`src/rtl/alu_pkg.sv`:
```
`default_nettype none
// ============================================================================
// Module      : alu_pkg
// Description : Shared types and RV32 ALU opcode encoding for alu_share_arb.
// Revision    : 1.0 - initial release
// ============================================================================
package alu_pkg;

    localparam int ALU_XLEN  = 32;
    localparam int ALU_TAG_W = 4;

    localparam logic [3:0] ADD  = 4'b0000;
    localparam logic [3:0] SUB  = 4'b1000;
    localparam logic [3:0] SLL  = 4'b0001;
    localparam logic [3:0] SLT  = 4'b0010;
    localparam logic [3:0] SLTU = 4'b0011;
    localparam logic [3:0] XOR  = 4'b0100;
    localparam logic [3:0] SRL  = 4'b0101;
    localparam logic [3:0] SRA  = 4'b1101;
    localparam logic [3:0] OR   = 4'b0110;
    localparam logic [3:0] AND  = 4'b0111;

    // Issue register contents; id selects the response slot on capture.
    typedef struct packed {
        logic [3:0]           op;
        logic [ALU_XLEN-1:0]  a;
        logic [ALU_XLEN-1:0]  b;
        logic [ALU_TAG_W-1:0] tag;
        logic                 id;
    } iss_t;

endpackage
`default_nettype wire

```
`src/rtl/rr_arb2.sv`:
```
`default_nettype none
// ============================================================================
// Module      : rr_arb2
// Description : Two-input round-robin picker with a one-bit priority pointer.
// Revision    : 1.0 - initial release
// ============================================================================
module rr_arb2 (
    input  logic       clk,
    input  logic       rst_n,
    input  logic [1:0] elig,
    input  logic       adv,
    output logic [1:0] grant
);

    logic ptr_q;
    logic ptr_d;

    always_comb begin
        grant = elig;
        if (elig == 2'b11) begin
            grant = ptr_q ? 2'b10 : 2'b01;
        end
    end

    // After a contended grant the loser gets priority next time.
    assign ptr_d = adv ? grant[0] : ptr_q;

    always_ff @(posedge clk or negedge rst_n) begin
        if (!rst_n) begin
            ptr_q <= 1'b0;
        end else begin
            ptr_q <= ptr_d;
        end
    end

endmodule
`default_nettype wire

```
`src/rtl/alu_share_arb.sv`:
```
`default_nettype none
// ============================================================================
// Module      : alu_share_arb
// Description : Round-robin sharing of one external combinational RV32 ALU
//               between two valid/ready requesters. Optional grant/conflict
//               counters when ALU_ARB_STATS_EN is defined.
// Revision    : 1.0 - initial release
// ============================================================================
module alu_share_arb
    import alu_pkg::*;
#(
    // Must match the package widths, which size the issue register.
    parameter int XLEN  = ALU_XLEN,
    parameter int TAG_W = ALU_TAG_W
) (
    input  logic             clk,
    input  logic             rst_n,

    input  logic             req0_valid,
    output logic             req0_ready,
    input  logic [3:0]       req0_op,
    input  logic [XLEN-1:0]  req0_a,
    input  logic [XLEN-1:0]  req0_b,
    input  logic [TAG_W-1:0] req0_tag,

    input  logic             req1_valid,
    output logic             req1_ready,
    input  logic [3:0]       req1_op,
    input  logic [XLEN-1:0]  req1_a,
    input  logic [XLEN-1:0]  req1_b,
    input  logic [TAG_W-1:0] req1_tag,

    output logic             rsp0_valid,
    input  logic             rsp0_ready,
    output logic [XLEN-1:0]  rsp0_data,
    output logic [TAG_W-1:0] rsp0_tag,

    output logic             rsp1_valid,
    input  logic             rsp1_ready,
    output logic [XLEN-1:0]  rsp1_data,
    output logic [TAG_W-1:0] rsp1_tag,

    output logic [3:0]       alu_op,
    output logic [XLEN-1:0]  alu_i1,
    output logic [XLEN-1:0]  alu_i2,
`ifdef ALU_ARB_STATS_EN
    output logic [31:0]      grant0_cnt,
    output logic [31:0]      grant1_cnt,
    output logic [31:0]      conflict_cnt,
`endif
    input  logic [XLEN-1:0]  alu_o
);

    logic [1:0]       valid_v;
    logic [1:0]       rsp_ready_v;
    logic [1:0]       rsp_valid_v;
    logic [1:0]       rsp_hs;
    logic [1:0]       elig;
    logic [1:0]       grant;
    logic [1:0]       cap;
    logic [XLEN-1:0]  rsp_data_v [2];
    logic [TAG_W-1:0] rsp_tag_v  [2];

    iss_t iss_q;
    iss_t iss_d;
    logic iss_v_q;
    logic iss_v_d;

    assign valid_v     = {req1_valid, req0_valid};
    assign rsp_ready_v = {rsp1_ready, rsp0_ready};

    rr_arb2 u_rr_arb2 (
        .clk   (clk),
        .rst_n (rst_n),
        .elig  (elig),
        .adv   (&elig),
        .grant (grant)
    );

    assign req0_ready = grant[0];
    assign req1_ready = grant[1];

    // Issue stage: latch the granted request; hold contents when idle.
    always_comb begin
        iss_d   = iss_q;
        iss_v_d = |grant;
        if (grant[1]) begin
            iss_d = '{op: req1_op, a: req1_a, b: req1_b, tag: req1_tag, id: 1'b1};
        end else if (grant[0]) begin
            iss_d = '{op: req0_op, a: req0_a, b: req0_b, tag: req0_tag, id: 1'b0};
        end
    end

    always_ff @(posedge clk or negedge rst_n) begin
        if (!rst_n) begin
            iss_q   <= '0;
            iss_v_q <= 1'b0;
        end else begin
            iss_q   <= iss_d;
            iss_v_q <= iss_v_d;
        end
    end

    assign alu_op = iss_v_q ? iss_q.op : 4'd0;
    assign alu_i1 = iss_v_q ? iss_q.a  : '0;
    assign alu_i2 = iss_v_q ? iss_q.b  : '0;

    for (genvar n = 0; n < 2; n++) begin : g_rsp
        logic             out_q;
        logic             out_d;
        logic             vld_q;
        logic             vld_d;
        logic [XLEN-1:0]  data_q;
        logic [TAG_W-1:0] tag_q;

        assign rsp_hs[n] = vld_q & rsp_ready_v[n];
        // A held result being popped this cycle frees the slot for a new accept.
        // rst_n gating keeps ready low while reset is asserted.
        assign elig[n]   = rst_n & valid_v[n] & (~out_q | rsp_hs[n]);
        assign cap[n]    = iss_v_q & (iss_q.id == 1'(n));

        assign out_d = grant[n] | (out_q & ~rsp_hs[n]);
        assign vld_d = cap[n]   | (vld_q & ~rsp_hs[n]);

        always_ff @(posedge clk or negedge rst_n) begin
            if (!rst_n) begin
                out_q  <= 1'b0;
                vld_q  <= 1'b0;
                data_q <= '0;
                tag_q  <= '0;
            end else begin
                out_q <= out_d;
                vld_q <= vld_d;
                if (cap[n]) begin
                    data_q <= alu_o;
                    tag_q  <= iss_q.tag;
                end
            end
        end

        assign rsp_valid_v[n] = vld_q;
        assign rsp_data_v[n]  = data_q;
        assign rsp_tag_v[n]   = tag_q;
    end

    assign rsp0_valid = rsp_valid_v[0];
    assign rsp0_data  = rsp_data_v[0];
    assign rsp0_tag   = rsp_tag_v[0];
    assign rsp1_valid = rsp_valid_v[1];
    assign rsp1_data  = rsp_data_v[1];
    assign rsp1_tag   = rsp_tag_v[1];

`ifdef ALU_ARB_STATS_EN
    logic conflict_ev;

    // Grants are one-hot, so any cycle with both requests valid is a conflict.
    assign conflict_ev = req0_valid & req1_valid & ~(grant[0] & grant[1]);

    always_ff @(posedge clk or negedge rst_n) begin
        if (!rst_n) begin
            grant0_cnt   <= 32'd0;
            grant1_cnt   <= 32'd0;
            conflict_cnt <= 32'd0;
        end else begin
            if (grant[0]) grant0_cnt <= grant0_cnt + 32'd1;
            if (grant[1]) grant1_cnt <= grant1_cnt + 32'd1;
            if (conflict_ev) conflict_cnt <= conflict_cnt + 32'd1;
        end
    end
`endif

endmodule
`default_nettype wire

```
`config.mk`:
```
export PLATFORM = sky130hd
export DESIGN_NAME = alu_share_arb
export DESIGN_NICKNAME = d
export VERILOG_FILES = /design/src/rtl/alu_pkg.sv /design/src/rtl/rr_arb2.sv /design/src/rtl/alu_share_arb.sv
export SDC_FILE = /design/constraint.sdc
export NUM_CORES = 1
export LEC_CHECK = 0
export CORE_ASPECT_RATIO = 1.4
export CORE_MARGIN = 3
export CORE_UTILIZATION = 47
export CTS_BUF_LIST = sky130_fd_sc_hd__clkbuf_8 sky130_fd_sc_hd__clkbuf_16
export DETAILED_ROUTE_END_ITERATION = 16
export PLACE_DENSITY = 0.93
export SYNTH_ARGS = -nofsm -noshare
export SYNTH_HDL_FRONTEND = slang
export SYNTH_SLANG_ARGS = --single-unit
```
`constraint.sdc`:
```
create_clock -name clk -period 3.1 [get_ports clk]
set_input_delay 0.62 -clock clk [delete_from_list [all_inputs] [get_ports clk]]
set_output_delay 0.62 -clock clk [all_outputs]
set_load 0.03 [all_outputs]
```
==> impl_metrics.yaml, run 1 <==
outcome:
  outcome: "finished, final reports clean"
synthesis:
  most_frequently_used_flop_master_after_synthesis: "dfrtp_1"
  yosys.cell_count.top_type: "dfrtp_1"
  post-synth-top-area-cell: "dfrtp_1"
  synth-simple-area-share_pct: 6.18
  synth.area.top_cells: "dfrtp_1, a221oi_2, mux2_2, a221oi_1, inv_1"
  post_synth.cell_area_avg_um2: 11.6
  synth-async-reset-ratio_pct: 100
  netlist-cell-type-count: 24
  synth.net_count: 847
  gate_count_of_the_mapped_netlist: 665
  synth_top_family_by_area: "compound AO/OA/AOI/OAI gates"
  postSynthRegisterBits: 151
  synth_mux_area_share_pct: 10.5
  post_synthesis_cell_area_mm2: 0.00774
  post-synth-top-area-fraction_pct: 48.8
  yosys.area_share.xor_xnor_pct: 0.113
  synth.yosys.warnings: 0
  yosysSeqAreaShare_pct: 48.8
  synth_enable_flop_cells: 0
  ys_top_cells_by_count: "dfrtp_1, inv_1, a221oi_1, mux2_2, and2_1"
  share_of_the_synthesized_area_in_compound_gates_ao_oa_aoi_oai_pct: 22.6
  synthAdderAreaFrac_pct: 0
clock_tree:
  cts-htree-levels: 4
  root_buffer: "clkbuf_16"
  clockBufferDepth: 2
  clock_insertion_delay_worst_skew_ns: 0.41
  cts_repair_resize_count: 0
  tritoncts: "built"
  cts_buffers: 17
  clk_pin_slew_ns: 0.06
  clock-sinks: 151
route:
  drtPass1Iterations: 5
  wirelength_um: 24200
  route.vias.total: 6559
  routed_wire_length_per_instance_um: 20.7
  post-route-drc-count: 0
  route.antenna.remaining_nets: 0
  drt_iter0_drc: 447
  via_per_inst: 5.62
worst_setup_path:
  cell_breakdown_of_the_critical_path: "dlygate4sd3_1 -> buf_6 -> and2_2 -> a311oi_4 -> buf_12"
  critical_path.slowest_cell: "dlygate4sd3_1"
  timing_worst_setup_path_type: "input port to output port"
  worst_path_largest_cell_delay_ns: 0.57
  timing.critical_path.required_ns: 2.48
  cp-end-kind: "output port"
  crit_arrival_ns: 2.29
  timing.reg2reg.worst_path_depth: 4
  worst_setup_path_start_kind: "input port"
  worstPathMaxFanout: 14
sta:
  slew_violations: 0
  hold_viol_final: 0
  fin_worst_skew_ns: 0.0169
  final_min_period_over_clock_period_pct: 93.8
  timing.setup.tns_ns: 0
  fin_hold_ws_ns: 0.506
  setup_repair_after_global_routing_missed_its_margin: "false"
  finalSetupViolations: 0
  timing.slew.headroom_pct: 34.9
  fmax_ghz: 0.344
  period_minus_slack_ns: 2.91
  worst-slew-pin-transition_ns: 0.972
die:
  dieArea_mm2: 0.0181
  fp.dieH_um: 158
  core-area_mm2: 0.0159
  top_level_ports: 326
  num_rows: 54
  initial_core_util_pct: 48.7
  die_w_um: 114
pwr:
  ir_drop_uv: 705
  pwr_density_cell_mw_per_mm2: 1000
  total_leakage_power_nw: 5.04
  p_total_mw: 11.7
layout:
  syn2layout_area_growth_pct: 50.4
  finalNetCount: 1140
  fin_cells: 1168
  share_of_cells_above_drive_strength_1_pct: 19.7
global_route:
  pin_count_of_the_biggest_net_entering_global_routing: 142
  grt_antenna_before_repair: 1
  groute.usage.overall_pct: 26.4
  first_global_vias: 6787
  wire_length_of_the_first_global_routing_pass_um: 37200
  globalRoute.totalOverflow: 0
flow_run:
  drv.max_cap_violation_count: 0
worst_hold_path:
  timing.hold.worst.class: "flip-flop to flip-flop"
  holdPathStages: 1
placed_design:
  post-dp-hpwl_um: 16500
  globalplace.congestion: 0.851
  numPlacedInstances: 1134
  numPortBuffers: 325
==> where the power goes <==
group	leakage, nW	switching (mW)	internal (mW)
registers	1.71	0.541	2.95
logic	3.06	3.41	2.79
clock network	0.270	0.921	1.06
==> stage by stage <==
stage	util (%)	worst slack (ns)	cell area, µm²
4_1_cts	73.2	0.487	11600
3_3_place_gp	69.7	0.570	11100
5_1_grt	73.3	0.155	11600
3_5_place_dp	69.7	0.515	11100
2_1_floorplan	-	0.957	7740
6_report	73.3	0.191	11600
==> state kept, by name, summed over array words and instances (netlist names) <==
name	flops
g_rsp.out_q	2
iss_q	73
iss_v_q	1
rsp0_data	32
rsp0_tag	4
rsp0_valid	1
rsp1_data	32
rsp1_tag	4
rsp1_valid	1
u_rr_arb2.ptr_q	1
==> cell type report <==
class	count	area, µm²
Clock inverter	15	140
Timing Repair Buffer	337	3430
Tap cell	196	245
Sequential cell	151	3780
Multi-Input combinational cell	305	3070
Antenna cell	1	2.50
Fill cell	1099	4240
Clock buffer	17	425
Inverter	146	548
==> cells by family after synthesis <==
group                     count (synthesis)
xor gates and xnor gates                  1
AOI/OAI and AO/OA                       154
and+or+nand+nor                          78
muxes                                    72
DFF                                     151
buffers and inverters                   209
==> worst max-delay path: cells and delay by family <==
family,cells,cell delay [ns]
AOI/OAI and AO/OA,1,0.49
and+or+nand+nor,1,0.24
buffers and inverters,3,0.93
==> layout by cell type (no fill, tap or decap), types with 2 or more instances in the layout <==
cell type and instances:
buf_4 6, o21ai_0 2, clkdlybuf4s50_1 322, inv_1 147
clkbuf_16 17, or2_2 2, mux2_2 72, a221oi_1 82
dfrtp_1 150, clkinvlp_4 3, nand2_1 2, buf_12 7
a21bo_2 2, a221oi_2 62, clkinv_4 3, and2_1 68
and2_2 2, clkinv_8 2, inv_6 5
==> metal layers <==
metal	part of all wire, %	vias to the layer above	GRT usage [%]
met5	0	-	0
met4	3.0	0	9.90
met3	6.7	45	5.62
met2	54	312	46.9
met1	36	3260	31.2
li1	-	2942	-
==> repair_timing <==
item	4_1_cts	5_1_grt
hold endpoints to repair	0	2
buffers inserted	0	0
hold buffers	0	1
==> worst paths after layout <==
path	startpoint	slack, ns	endpoint
setup reg to reg	rsp1_valid	1.10	iss_q[33]
min in group asynchronous	rst_n	0.61	iss_q[59]
max in group asynchronous	rst_n	1.40	iss_v_q
hold reg to reg	rsp0_data[15]	0.51	rsp0_data[15]
hold / removal	rsp0_data[15]	0.51	rsp0_data[15]
setup / recovery	rst_n	0.19	req0_ready
No activity file was read; power rests on OpenSTA's default activity.
==> run 2: changes to the inputs <==
--- a/config.mk
+++ b/config.mk
@@ -5,12 +5,13 @@
 export SDC_FILE = /design/constraint.sdc
 export NUM_CORES = 1
 export LEC_CHECK = 0
-export CORE_ASPECT_RATIO = 1.4
+export CORE_ASPECT_RATIO = 1.5
 export CORE_MARGIN = 3
-export CORE_UTILIZATION = 47
+export CORE_UTILIZATION = 45
 export CTS_BUF_LIST = sky130_fd_sc_hd__clkbuf_8 sky130_fd_sc_hd__clkbuf_16
 export DETAILED_ROUTE_END_ITERATION = 16
 export PLACE_DENSITY = 0.93
 export SYNTH_ARGS = -nofsm -noshare
 export SYNTH_HDL_FRONTEND = slang
+export SYNTH_HIERARCHICAL = 1
 export SYNTH_SLANG_ARGS = --single-unit
==> run 2 against run 1 <==
Against the previous run:
- wire length is 14% lower
- die area fell by 6.9%
- cell count fell by 6.5%
- combinational power down 15%
- sequential cell count unchanged
- critical endpoint is now req1_ready
- largest cell class unchanged
- highest routed layer unchanged
==> impl_metrics.yaml, run 2 <==
synthesis:
  synth.yosys.warnings: 6
  gate_count_of_the_mapped_netlist: 568
  netlist-cell-type-count: 22
  synth.area.top_cells: "dfrtp_1, mux2i_1, mux2_2, mux2_4, and2_1"
  ys_top_cells_by_count: "dfrtp_1, nand2_1, o21ai_0, mux2i_1, and2_1"
  yosys.cell_count.top_type: "dfrtp_1"
  postSynthRegisterBits: 151
  post_synthesis_cell_area_mm2: 0.00687
  post_synth.cell_area_avg_um2: 12.1
  most_frequently_used_flop_master_after_synthesis: "dfrtp_1"
  post-synth-top-area-fraction_pct: 55.0
  yosysSeqAreaShare_pct: 55.0
  synth-async-reset-ratio_pct: 100
  post-synth-top-area-cell: "dfrtp_1"
  synth.net_count: 750
  synth_enable_flop_cells: 0
sta:
  final_min_period_over_clock_period_pct: 85.2
  slew_violations: 0
  finalSetupViolations: 0
  hold_viol_final: 0
  fmax_ghz: 0.379
  worst-slew-pin-transition_ns: 0.865
  period_minus_slack_ns: 2.64
  fin_worst_skew_ns: 0.0109
  setup_repair_after_global_routing_missed_its_margin: "false"
  fin_hold_ws_ns: 0.0582
  timing.slew.headroom_pct: 42.3
  timing.setup.tns_ns: 0
clock_tree:
  cts-htree-levels: 4
  clockBufferDepth: 2
  cts_hold_repair.buffers: 0
  postCtsSetupRepairBufs: 0
  clk_pin_slew_ns: 0.07
  clock-sinks: 151
  tritoncts: "built"
  cts_repair_resize_count: 0
  root_buffer: "clkbuf_16"
  cts_buffers: 17
  clock_insertion_delay_worst_skew_ns: 0.41
worst_setup_path:
  worst_path_dominant_cell_family: "buffers and inverters"
  worstPathMaxFanout: 3
  cell_breakdown_of_the_critical_path: "clkdlybuf4s50_1 -> a21boi_0 -> nor2_1 -> a21boi_4 -> buf_4"
  worst_setup_path_start_kind: "input port"
  cp_num_buf_inv: 2
  timing.critical_path.required_ns: 2.48
  timing_worst_setup_path_type: "input port to output port"
  crit_arrival_ns: 2.02
  critical_path.slowest_cell: "clkdlybuf4s50_1"
  worst_path_largest_cell_delay_ns: 0.51
  cp-end-kind: "output port"
placed_design:
  post-dp-hpwl_um: 15700
  globalplace.congestion: 0.849
  numPortBuffers: 325
route:
  route.vias.total: 5555
  drt_iter0_drc: 188
  routed_wire_length_per_instance_um: 19.1
  via_per_inst: 5.09
  post-route-drc-count: 0
  drtPass1Iterations: 4
  wirelength_um: 20900
  route.antenna.remaining_nets: 0
worst_hold_path:
  timing.hold.worst.class: "input port to asynchronous set/reset pin"
die:
  dieArea_mm2: 0.0168
  core-area_mm2: 0.0147
  num_rows: 54
  initial_core_util_pct: 46.6
  die_w_um: 107
  top_level_ports: 326
  fp.dieH_um: 157
layout:
  layout.cells.most_common: "clkdlybuf4s50_1"
  share_of_cells_above_drive_strength_1_pct: 13.8
  layout.cells.most_common_list: "clkdlybuf4s50_1, dfrtp_1, nand2_1, o21ai_0, mux2i_1"
  largest_register_ffs: 73
  finalNetCount: 1066
  reg_with_most_ffs: "iss_q"
  syn2layout_area_growth_pct: 58.2
  fillers: 965
  n_antenna_cell: 0
pwr:
  pwr_density_cell_mw_per_mm2: 999
  total_leakage_power_nw: 4.47
  ir_drop_uv: 503
flow_run:
  drv.max_cap_violation_count: 0
global_route:
  grt_antenna_before_repair: 0
  globalRoute.totalOverflow: 0
  first_global_vias: 5932
  pin_count_of_the_biggest_net_entering_global_routing: 122
  groute.usage.overall_pct: 24.8
  wire_length_of_the_first_global_routing_pass_um: 32100
outcome:
  outcome: "finished, final reports clean"
[run 2: cells by family after synthesis]
logic type | count (synthesis) | synth area share [%]
AOI/OAI and AO/OA | 79 | 5.99
muxes | 145 | 24.1
DFF | 151 | 55.0
and+or+nand+nor | 150 | 11.0
buffers and inverters | 43 | 3.90
[run 2: path summary, 6_finish.rpt]
path | start | endpoint | slack, ns | cells past startpoint
worst max-delay path | rsp1_ready | req1_ready | 0.46 | 5
worst min-delay path | rst_n | rsp1_data[1] | 0.06 | 1
worst max register to register | rsp0_valid | iss_q[33] | 1.05 | 7
worst min register to register | rsp1_data[31] | rsp1_data[31] | 0.51 | 1
max in group asynchronous | rst_n | iss_q[8] | 1.89 | 2
min in group clk | rsp1_data[31] | rsp1_data[31] | 0.51 | 1
[run 2: metrics by stage]
step                instance area [µm²]  worst slack [ns]  cells  total power, mW  util, %
finish                            10900             0.460   1092             10.9     73.8
global route                      10900             0.398   1092             11.4     73.8
CTS                               10900             0.461   1092             11.0     73.8
detailed placement                10300             0.354   1061             8.86     69.8
global placement                  10300             0.479   1061             8.61     69.8
floorplan                          6870             0.337    568             6.58        -
[run 2: metal layers]
metal,wire (µm),share of wire [%],track usage (%)
met5,0,0,0
met2,11200,54,45.3
met1,7590,36,27.1
met3,1120,5.4,5.70
met4,975,4.7,11.3
[run 2: final cells by class]
class                   instances  area (µm²)  share of cell area (%)
repair buffers                336        3390                    31.2
flip-flops and latches        151        3780                    34.8
clock buffers                  17         425                    3.92
clock inverters                14         163                    1.50
well taps                     196         245                    2.26
multi-input cells             374        2840                    26.2
inverters                       4        15.0                   0.138
[run 2: report_power, final]
group          total [mW]  internal, mW  switching [mW]
logic                5.26          2.48            2.78
clock network        2.04          1.14           0.900
registers            3.55          2.97           0.583
total                10.9          6.59            4.27
